$ cat src/rtl/led_refresh_scheduler.sv
// Round-robin scheduler that shares one led_controller frame engine between
// several cell-array requesters, with guard spacing and idle auto-refresh.
module led_refresh_scheduler #(
  parameter int NUM_REQ            = 4,
  parameter int MIN_FRAME_CYCLES   = 500000,
  parameter int AUTO_PERIOD_CYCLES = 5000000,
  parameter int LOCK_WINDOW        = 4,
  localparam int SW = (NUM_REQ > 1) ? $clog2(NUM_REQ) : 1
) (
  input  logic               clk,
  input  logic               rst,
  input  logic [NUM_REQ-1:0] req,
  output logic [NUM_REQ-1:0] ack,
  output logic [SW-1:0]      sel,
  output logic               ctrl_refresh,
  output logic               ctrl_refresh_lock,
  output logic [15:0]        frame_count
);
  localparam int GW = (MIN_FRAME_CYCLES > 1) ? $clog2(MIN_FRAME_CYCLES) : 1;
  localparam int AW = (AUTO_PERIOD_CYCLES > 0) ? $clog2(AUTO_PERIOD_CYCLES + 1) : 1;
  localparam int LW = $clog2(LOCK_WINDOW);

  typedef enum logic [1:0] {IDLE, SETTLE, FIRE, GUARD} state_t;

  state_t        state, state_n;
  logic [SW-1:0] winner, last_grant, pick, hi_idx, lo_idx;
  logic          auto_flag, auto_due, any_req, hi_found, lo_found;
  logic [AW-1:0] auto_cnt;
  logic [GW-1:0] guard_cnt;
  logic [LW-1:0] lock_cnt;

  // Round-robin: first requester above the last grant wins, else wrap to the lowest.
  always_comb begin
    hi_found = 1'b0;
    lo_found = 1'b0;
    hi_idx   = '0;
    lo_idx   = '0;
    for (int j = 0; j < NUM_REQ; j++) begin
      if (req[j]) begin
        if (j > int'(last_grant)) begin
          if (!hi_found) begin
            hi_found = 1'b1;
            hi_idx   = SW'(j);
          end
        end else if (!lo_found) begin
          lo_found = 1'b1;
          lo_idx   = SW'(j);
        end
      end
    end
    any_req = hi_found | lo_found;
    pick    = hi_found ? hi_idx : lo_idx;
  end

  assign auto_due = (AUTO_PERIOD_CYCLES != 0) && (auto_cnt >= AW'(AUTO_PERIOD_CYCLES));

  always_ff @(posedge clk) begin
    if (!rst) state <= IDLE;
    else      state <= state_n;
  end

  always_comb begin
    state_n = state;
    case (state)
      IDLE:    if (any_req || auto_due) state_n = SETTLE;
      SETTLE:  state_n = FIRE;
      FIRE:    state_n = GUARD;
      GUARD:   if (guard_cnt == '0) state_n = IDLE;
      default: state_n = IDLE;
    endcase
  end

  always_ff @(posedge clk) begin
    if (!rst) begin
      sel         <= '0;
      winner      <= '0;
      last_grant  <= SW'(NUM_REQ - 1);
      auto_flag   <= 1'b0;
      auto_cnt    <= '0;
      guard_cnt   <= '0;
      lock_cnt    <= '0;
      frame_count <= '0;
    end else begin
      if (state == FIRE)                           auto_cnt <= '0;
      else if (auto_cnt != AW'(AUTO_PERIOD_CYCLES)) auto_cnt <= auto_cnt + AW'(1);
      case (state)
        IDLE: begin
          if (any_req) begin
            sel       <= pick;
            winner    <= pick;
            auto_flag <= 1'b0;
          end else if (auto_due) begin
            auto_flag <= 1'b1;
          end
        end
        FIRE: begin
          if (!auto_flag) last_grant <= winner;
          frame_count <= frame_count + 16'd1;
          lock_cnt    <= LW'(LOCK_WINDOW - 1);
          guard_cnt   <= GW'(MIN_FRAME_CYCLES - 1);
        end
        GUARD: begin
          if (lock_cnt != '0)  lock_cnt  <= lock_cnt - LW'(1);
          if (guard_cnt != '0) guard_cnt <= guard_cnt - GW'(1);
        end
        default: ;
      endcase
    end
  end

  // Outputs decode from registered state only; req never reaches them combinationally.
  always_comb begin
    ctrl_refresh      = (state == FIRE);
    ctrl_refresh_lock = !((state == FIRE) || ((state == GUARD) && (lock_cnt != '0)));
    for (int i = 0; i < NUM_REQ; i++)
      ack[i] = (state == FIRE) && !auto_flag && (winner == SW'(i));
  end
endmodule

$ cat config.mk
export PLATFORM = sky130hd
export DESIGN_NAME = led_refresh_scheduler
export DESIGN_NICKNAME = d
export VERILOG_FILES = /design/src/rtl/led_refresh_scheduler.sv
export SDC_FILE = /design/constraint.sdc
export NUM_CORES = 1
export LEC_CHECK = 0
export ABC_AREA = 1
export BUFFER_PORTS_ARGS = -buffer_cell sky130_fd_sc_hd__buf_2
export CAP_MARGIN = 30
export CORE_ASPECT_RATIO = 0.6
export CORE_MARGIN = 3
export CORE_UTILIZATION = 40
export CTS_CLUSTER_DIAMETER = 50
export CTS_CLUSTER_SIZE = 28
export DETAILED_ROUTE_END_ITERATION = 8
export PLACE_DENSITY = 0.69
export SETUP_SLACK_MARGIN = 0.4
export SLEW_MARGIN = 5
export SYNTH_ARGS = -nofsm -noshare
export SYNTH_HDL_FRONTEND = slang
export SYNTH_SLANG_ARGS = --single-unit
$ cat constraint.sdc
create_clock -name clk -period 1.9 [get_ports clk]
set_input_delay 0.38 -clock clk [delete_from_list [all_inputs] [get_ports clk]]
set_output_delay 0.38 -clock clk [all_outputs]
set_load 0.01 [all_outputs]
==> implementation parameters, run 1 <==
Parameter                              Value

Outcome
  Run status    completed

GRT
  First-pass GRT wire length    roughly 16,000 um
  Via count of the first global-routing pass    3,365
  Sum of overflow across all layers after global routing    0
  Total routing resource utilization after global routing    0.1965
  Initial antenna violation count    0
  Maximum number of pins on one net before global-route repair    25

Power and ir drop
  Pleak    0.002244 uW
  Cell area power density    between 1000 and 1500 nW/um^2
  Overall power of the completed layout    7337 uW
  Worst VDD drop    0.6239 mV

Clock network
  TritonCTS Sinks    67
  Hold buffers post-CTS    0
  Clock insertion delay at the later pin of the skew report    330 ps
  CTS buffer count    9
  Maximum clock insertion buffer count    2
  CTS root buffer    clkbuf_16
  Clock edge transition at the registers on the reported setup and hold paths    about 50 ps
  H-Tree Level Count    3
  Clock tree from TritonCTS    yes

Setup path
  Startpoint type of the worst setup path    register
  Arrival time at the worst endpoint    1500 ps
  Worst Setup End Kind    primary output
  Cell-by-cell listing of the critical path    inv_2, ha_4, clkinvlp_4, nor2_4, inv_2, nor3_2, buf_2
  Biggest fanout along the worst timing path    4
  Crit path top cell by count    inv_2
  Worst-case register-to-register setup slack    approximately 20 ps
  Endpoint of the worst-slack reg-to-reg timing path    guard_cnt[3]$_SDFFE_PN0P_
  Stage delay of the slowest cell on the critical path    roughly 330 ps
  Worst EP required    1520 ps
  Number of cells on the worst reg-to-reg path    13
  Worst Setup Path Type    reg2out
  Crit Reg-Reg Startpoint    state[0]$_SDFFE_PN0P_
  Slowest cell on the critical path    dfxtp_2

Synth
  Flop and latch count out of synthesis    67
  Synth Flop Type    dfxtp_1
  Most area-consuming cells after synthesis    dfxtp_1 36%, nand2_1 12%, nor2_1 9.2%, inv_1 7.8%, nand3_1 7.0%
  Count of flip-flops with a built-in enable after synthesis    0
  Post-synth net total    585
  Top cell type's share of synthesized area    0.3603
  Unique cell type count in the Yosys netlist    35
  Cell area after technology mapping    3722 um^2
  Fraction of synthesis flops using an asynchronous set or reset pin    0
  Library cell with the highest instance count after synthesis    nand2_1
  Sequential fraction of the synthesis area    0.3603
  Cells after synthesis    569
  Cell type contributing the most total cell area after synthesis    dfxtp_1
  Syn_area_per_cell    6.542 um^2
  Total number of yosys warnings    0
  Synth top cells by count    115 x nand2_1, 91 x nor2_1, 77 x inv_1

Floorplan
  Number of placement rows    26
  Top-level I/O count    30
  Floorplan die height    80.72 um
  Die width    between 100 and 150 um
  Initial core utilization    0.4238
  Core outline area    around 8800 um^2
  Total Die Area    10,540 um^2

Detailed routing
  Number of nets still failing antenna checks after routing    0
  Count of routing violations after the opening detailed-route iteration    437
  Final WL    between 10,000 and 15,000 um
  Length of the first detailed-routing pass in iterations    5
  Count of unresolved DRC violations after routing    0
  Via/cell ratio    5.249
  Routed wire per std cell    14.14 um
  Vias after detailed routing    around 4.0k

STA
  Final setup margin    20.47 ps
  Setup Skew    5.330 ps
  Total of endpoints with negative setup slack in the final report    0
  RSZ-0062 raised after global routing    yes
  Max-slew headroom    0.6879
  Fraction of the cycle the final worst path needs    0.9892
  Post-layout min period    1880 ps
  Number of failing hold endpoints at the final stage    0
  Worst Max-Slew Pin Slew    between 400 and 500 ps
  Final sum of negative setup slack    0 ps
  Peak clock frequency supported by timing    532.0 MHz
  Fin Hold WS    roughly 380 ps
  Final number of max-transition violations    0

Final layout
  Proportion of layout cells with a drive suffix above 1    0.3588
  Final layout net count    666
  Count of antenna diodes in the layout    0
  Area added between synthesis and finish    41.21%

Placement
  Worst slack, placed    97.44 ps
  RD Place Congestion    0.9315
  Detailed-placement wirelength estimate    6903 um
  Total of buffers placed on input and output ports    29

Hold path
  Hold crit path type    in2reg
  Number of stages on the worst hold path    3
  WHS Endpoint    winner[0]$_SDFFE_PN0P_
  Origin of the worst min-delay path    req[0]

Run
  Max-cap viol count    0
routing by layer:
layer	vias to the layer above	global-route usage	routed length, um
met3	12	0.05515	1024
met5	-	0	0
met2	191	0.2569	4496
met1	1823	0.3077	5236
li1	2000	-	-
met4	0	0.05031	85
worst max-delay path, delay by kind of cell (launching register included):
kind	cells	cell delay, ps
and+or+nand+nor	2	290
DFF	1	330
adders and majority gates	1	140
buffers and inverters	4	410
metrics by stage:
| step | instances | area [um^2] | utilization |
|---|---|---|---|
| finish | 767 | 5256 | 0.5984 |
| global route | 767 | 5256 | 0.5984 |
| CTS | 745 | 4683 | 0.5332 |
| detailed placement | 713 | 4110 | 0.4679 |
| global placement | 713 | 4110 | 0.4679 |
| floorplan | 569 | 3796 | - |
sequential cells by signal (all words and copies together) (netlist names):
register     count
last_grant       2
auto_flag        1
guard_cnt       19
frame_count     16
lock_cnt         2
state            2
winner           2
auto_cnt        23
where the power goes:
part           leakage (uW)  switching (uW)  internal [uW]
clock network      0.000126             608            922
registers          0.000553             311           1690
logic               0.00156            2200           1600
total               0.00224            3120           4210
repair_timing:
item	4_1_cts	5_1_grt
pin swaps	19	45
gates resized for setup	55	111
setup endpoints to repair	40	58
buffers inserted	15	21
cloned	1	1
cells by family (layout without fill, tap and decap cells):
| group | count (synthesis) | count (layout) | share of synthesized area |
|---|---|---|---|
| AND/OR/NAND/NOR | 302 | 302 | 0.3543 |
| AO/OA/AOI/OAI | 90 | 90 | 0.1244 |
| buffers and inverters | 89 | 175 | 0.1015 |
| flip-flops | 67 | 67 | 0.3603 |
| XOR/XNOR | 11 | 11 | 0.02588 |
| adder cells (fa/ha/maj) | 10 | 10 | 0.03361 |
placed cells by master (no fill, tap or decap), drive strengths merged, types with 5 or more instances in the layout:
cell / n
nand3: 53
buf: 80
o21ai: 35
clkbuf: 14
xnor2: 6
nor4: 7
nor3: 15
dfxtp: 67
inv: 76
nor2: 99
xor2: 5
nand4: 5
nand2: 117
ha: 10
a21oi: 48
worst max path at each step:
stage	to	cells past startpoint	slack, ps	start
2_1_floorplan	frame_count[12]$_SDFFE_PN0P_	12	260	state[0]$_SDFFE_PN0P_
3_3_place_gp	ack[0]	7	190	state[0]$_SDFFE_PN0P_
3_5_place_dp	ack[0]	7	100	state[0]$_SDFFE_PN0P_
4_1_cts	ack[0]	7	10	state[0]$_SDFFE_PN0P_
5_1_grt	guard_cnt[14]$_SDFFE_PN0P_	14	-60	state[0]$_SDFFE_PN0P_
6_report	ack[0]	7	20	state[0]$_SDFFE_PN0P_
layout make-up:
| cell class | count | area, um^2 |
|---|---|---|
| Clock buffer | 13 | 250.2 |
| Clock inverter | 3 | 23.77 |
| Fill cell | 731 | 3527 |
| Inverter | 78 | 305.3 |
| Multi-Input combinational cell | 413 | 2525 |
| Sequential cell | 67 | 1373 |
| Tap cell | 112 | 140.1 |
| Timing Repair Buffer | 81 | 639.4 |
Note: power is estimated with default switching activity, not from simulation.
==> inputs of run 2 (changes only) <==
--- a/config.mk
+++ b/config.mk
@@ -8,13 +8,14 @@
 export ABC_AREA = 1
 export BUFFER_PORTS_ARGS = -buffer_cell sky130_fd_sc_hd__buf_2
 export CAP_MARGIN = 30
+export CELL_PAD_IN_SITES_DETAIL_PLACEMENT = 2
+export CELL_PAD_IN_SITES_GLOBAL_PLACEMENT = 2
 export CORE_ASPECT_RATIO = 0.6
-export CORE_MARGIN = 3
-export CORE_UTILIZATION = 40
+export CORE_UTILIZATION = 33
 export CTS_CLUSTER_DIAMETER = 50
 export CTS_CLUSTER_SIZE = 28
 export DETAILED_ROUTE_END_ITERATION = 8
-export PLACE_DENSITY = 0.69
+export PLACE_DENSITY = 0.91
 export SETUP_SLACK_MARGIN = 0.4
 export SLEW_MARGIN = 5
 export SYNTH_ARGS = -nofsm -noshare
==> run 2 against run 1 <==
Net effect:
- the run now fails in clock tree synthesis
- area after synthesis stayed put
- synthesized cell count unchanged
==> implementation parameters, run 2 <==
Parameter                              Value

Outcome
  First error    [ERROR DPL-0033] detailed placement checks failed during check placement.
  Last stage the flow got to    clock tree synthesis
  Run status    stopped before the end

Synth
  Library cell with the highest instance count after synthesis    nand2_1
  Total number of yosys warnings    0 (unchanged)
  Flop and latch count out of synthesis    67 (unchanged)
  Count of flip-flops with a built-in enable after synthesis    0 (unchanged)
  Sequential fraction of the synthesis area    0.3603 (unchanged)
  Unique cell type count in the Yosys netlist    35 (unchanged)
  Post-synth net total    585 (unchanged)
  Fraction of synthesis flops using an asynchronous set or reset pin    0 (unchanged)
  Cell area after technology mapping    3722 um^2 (unchanged)
  Most area-consuming cells after synthesis    dfxtp_1 36%, nand2_1 12%, nor2_1 9.2%, inv_1 7.8%, nand3_1 7.0%
  Cells after synthesis    569 (unchanged)
  Synth Flop Type    dfxtp_1
  Top cell type's share of synthesized area    0.3603 (unchanged)
  Syn_area_per_cell    6.542 um^2 (unchanged)
  Synth top cells by count    115 x nand2_1, 91 x nor2_1, 77 x inv_1
  Cell type contributing the most total cell area after synthesis    dfxtp_1

Clock network
  TritonCTS Sinks    67 (unchanged)
  CTS buffer count    9 (unchanged)
  H-Tree Level Count    3 (unchanged)
  Number of setup buffers added after CTS    59 (+44)
  CTS root buffer    clkbuf_16
  Maximum clock insertion buffer count    2 (unchanged)
  Resized cells post-CTS    246 (+350%)
  Hold buffers post-CTS    0 (unchanged)

Floorplan
  Floorplan die height    84.27 um (+4.4%)
  Die width    139.1 um (+6.6%)
  Number of placement rows    29 (+12%)
  Top-level I/O count    30 (unchanged)
  Initial core utilization    0.3454 (-0.07838)

Placement
  RD Place Congestion    0.8734 (-6.2%)
  Total of buffers placed on input and output ports    29 (unchanged)
  Detailed-placement wirelength estimate    11,580 um (+68%)
  Worst slack, placed    -24.52 ps (-122.0 ps)
-- run 2: cells by family after synthesis --
family / after synthesis / synth area share
AND/OR/NAND/NOR: 302 / 0.3543
AO/OA/AOI/OAI: 90 / 0.1244
XOR/XNOR: 11 / 0.02588
buffers and inverters: 89 / 0.1015
adder cells (fa/ha/maj): 10 / 0.03361
flip-flops: 67 / 0.3603
-- run 2: through the flow --
stage | cell area [um^2] | cells | TNS (ps)
floorplan | 3796 | 569 | 0
global placement | 4131 | 740 | 0
detailed placement | 4131 | 740 | -66.20
==> inputs of run 3 (changes only) <==
==> config.mk (replaced) <==
export PLATFORM = sky130hd
export DESIGN_NAME = led_refresh_scheduler
export DESIGN_NICKNAME = d
export VERILOG_FILES = /design/src/rtl/led_refresh_scheduler.sv
export SDC_FILE = /design/constraint.sdc
export NUM_CORES = 1
export LEC_CHECK = 0
export ABC_AREA = 1
export BUFFER_PORTS_ARGS = -buffer_cell sky130_fd_sc_hd__buf_2
export CAP_MARGIN = 30
export CORE_UTILIZATION = 25
export DETAILED_ROUTE_END_ITERATION = 8
export PLACE_DENSITY_LB_ADDON = 0.15
export SLEW_MARGIN = 5
export SYNTH_ARGS = -nofsm -noshare
export SYNTH_HDL_FRONTEND = slang
export SYNTH_SLANG_ARGS = --single-unit
==> run 3 against run 2 <==
Net effect:
- the flow now finishes without violations
==> implementation parameters, run 3 (synthesis results as in run 1) <==
Parameter                              Value

STA
  Worst Max-Slew Pin Slew    374.4 ps
  Final sum of negative setup slack    0 ps
  Number of failing hold endpoints at the final stage    0
  Post-layout min period    1817 ps
  Final setup margin    between 80 and 90 ps
  Fraction of the cycle the final worst path needs    0.9564
  Max-slew headroom    0.7485
  Setup Skew    8.189 ps
  Total of endpoints with negative setup slack in the final report    0
  RSZ-0062 raised after global routing    yes
  Peak clock frequency supported by timing    550.3 MHz
  Final number of max-transition violations    0

Hold path
  Hold crit path type    in2reg
  Origin of the worst min-delay path    req[0]
  WHS Endpoint    winner[0]$_SDFFE_PN0P_
  Number of stages on the worst hold path    3

Power and ir drop
  Worst VDD drop    between 0.6 and 0.7 mV
  Pleak    approximately 0.002 uW
  Cell area power density    1427 nW/um^2

Clock network
  CTS root buffer    clkbuf_16
  CTS buffer count    9 (unchanged)
  Clock insertion delay at the later pin of the skew report    between 300 and 400 ps
  Maximum clock insertion buffer count    2 (unchanged)
  Clock tree from TritonCTS    yes
  Hold buffers post-CTS    0 (unchanged)
  Clock edge transition at the registers on the reported setup and hold paths    approximately 60 ps
  TritonCTS Sinks    67 (unchanged)
  H-Tree Level Count    3 (unchanged)

Floorplan
  Die width    124.0 um (-11%)
  Number of placement rows    44 (+52%)
  Top-level I/O count    30 (unchanged)
  Core outline area    14,530 um^2
  Floorplan die height    124.0 um (+47%)
  Total Die Area    15,380 um^2
  Initial core utilization    0.2561 (-0.08930)

Detailed routing
  Routed wire per std cell    11.79 um
  Count of routing violations after the opening detailed-route iteration    just under 200
  Vias after detailed routing    3,610
  Count of unresolved DRC violations after routing    0
  Via/cell ratio    4.440
  Length of the first detailed-routing pass in iterations    4
  Number of nets still failing antenna checks after routing    0
  Final WL    9587 um

GRT
  Sum of overflow across all layers after global routing    0
  Total routing resource utilization after global routing    0.1355
  Initial antenna violation count    0
  First-pass GRT wire length    about 16,000 um
  Via count of the first global-routing pass    around 3.4k
  Maximum number of pins on one net before global-route repair    25

Final layout
  Most common cell after layout, fill and taps aside    nand2_1
  Proportion of layout cells with a drive suffix above 1    0.1574
  Post-Route Utilization    0.3153
  Most used cells in the layout excluding fill and tap cells    114 x nand2_1, 89 x nor2_1, 74 x inv_1, 65 x dfxtp_1, 52 x nand3_1
  Filler Cells Inserted    1,637
  Count of antenna diodes in the layout    0
  Area added between synthesis and finish    23.09%
  Most flop-heavy register    auto_cnt
  Largest regs    auto_cnt: 23 flops, guard_cnt: 19 flops, frame_count: 16 flops
  Post-route insts no fill    813
  Number of flip-flops under the largest register name    23
  Final layout net count    640

Setup path
  Biggest fanout along the worst timing path    5
  Worst-case register-to-register setup slack    230 ps
  Crit Reg-Reg Startpoint    auto_cnt[0]$_SDFFE_PP0N_
  Arrival time at the worst endpoint    approximately 1400 ps
  Startpoint type of the worst setup path    register
  Endpoint of the worst-slack reg-to-reg timing path    auto_cnt[20]$_SDFFE_PP0N_
  Worst EP required    1520 ps
  Number of cells on the worst reg-to-reg path    10
  Worst Setup Path Type    reg2out
  Worst Setup End Kind    primary output

Run
  Max-cap viol count    0

Placement
  Total of buffers placed on input and output ports    29 (unchanged)
  Detailed-placement wirelength estimate    7014 um (-39%)
  Worst slack, placed    34.98 ps (+59.50 ps)
  RD Place Congestion    0.8024 (-8.1%)
  Dpl cells    792 (+7.0%)

Outcome
  Run status    completed
run 3: area by class of cell:
class                           instances  area (um^2)  share of cell area
Clock inverter                          3        43.79            0.009558
Multi-Input combinational cell        413         2038              0.4448
Tap cell                              184        230.2             0.05025
Sequential cell                        67         1344              0.2933
Inverter                               78        292.8             0.06390
Timing Repair Buffer                   55        352.8             0.07701
Clock buffer                           13        280.3             0.06117
run 3: critical path, cell delays in order, from the launching register on:
cell     delay, ps
dfxtp_2        330
inv_2           70
ha_4           150
inv_2           70
nor2_4         130
inv_1           70
nor3_1         120
buf_2          160
run 3: report_power, final:
part / internal, uW / switching [uW] / total (uW) / leakage, uW
combinational: 1120 / 1680 / 2790 / 0.00125
sequential: 1680 / 262 / 1940 / 0.000545
clock: 1160 / 646 / 1810 / 0.000162
total: 3960 / 2580 / 6540 / 0.00196
run 3: how the worst max path moves through the flow:
stage / slack, ps / to / start
2_1_floorplan: 110 / ack[0] / state[0]$_SDFFE_PN0P_
3_3_place_gp: 120 / ack[0] / state[0]$_SDFFE_PN0P_
3_5_place_dp: 30 / ack[0] / state[0]$_SDFFE_PN0P_
4_1_cts: 20 / ack[0] / state[0]$_SDFFE_PN0P_
5_1_grt: -1 / ack[0] / state[0]$_SDFFE_PN0P_
6_report: 80 / ack[0] / state[0]$_SDFFE_PN0P_
run 3: per-layer routing:
metal  part of all wire  GRT usage  vias to the layer above  wire (um)
li1                   -          -                     1948          -
met1               0.50     0.1710                     1622       4788
met2               0.46     0.2205                       30       4396
met3              0.029    0.04121                       10        280
met4              0.013    0.04092                        0        122
met5                  0          0                        -          0
run 3: through the flow:
stage | instance area (um^2) | total power (uW) | hold WS (ps)
3_5_place_dp | 4183 | 4666 | 472.0
4_1_cts | 4553 | 6587 | 319.1
2_1_floorplan | 3722 | 3981 | 437.4
6_report | 4582 | 6540 | 333.9
3_3_place_gp | 4183 | 4642 | 475.1
5_1_grt | 4582 | 7126 | 344.0
run 3: repair_timing:
| action | CTS | global route |
|---|---|---|
| buffers inserted | 3 | 2 |
| resized for setup | 9 | 4 |
| pin swaps | 1 | 1 |
| endpoints found under the setup margin | 5 | 7 |
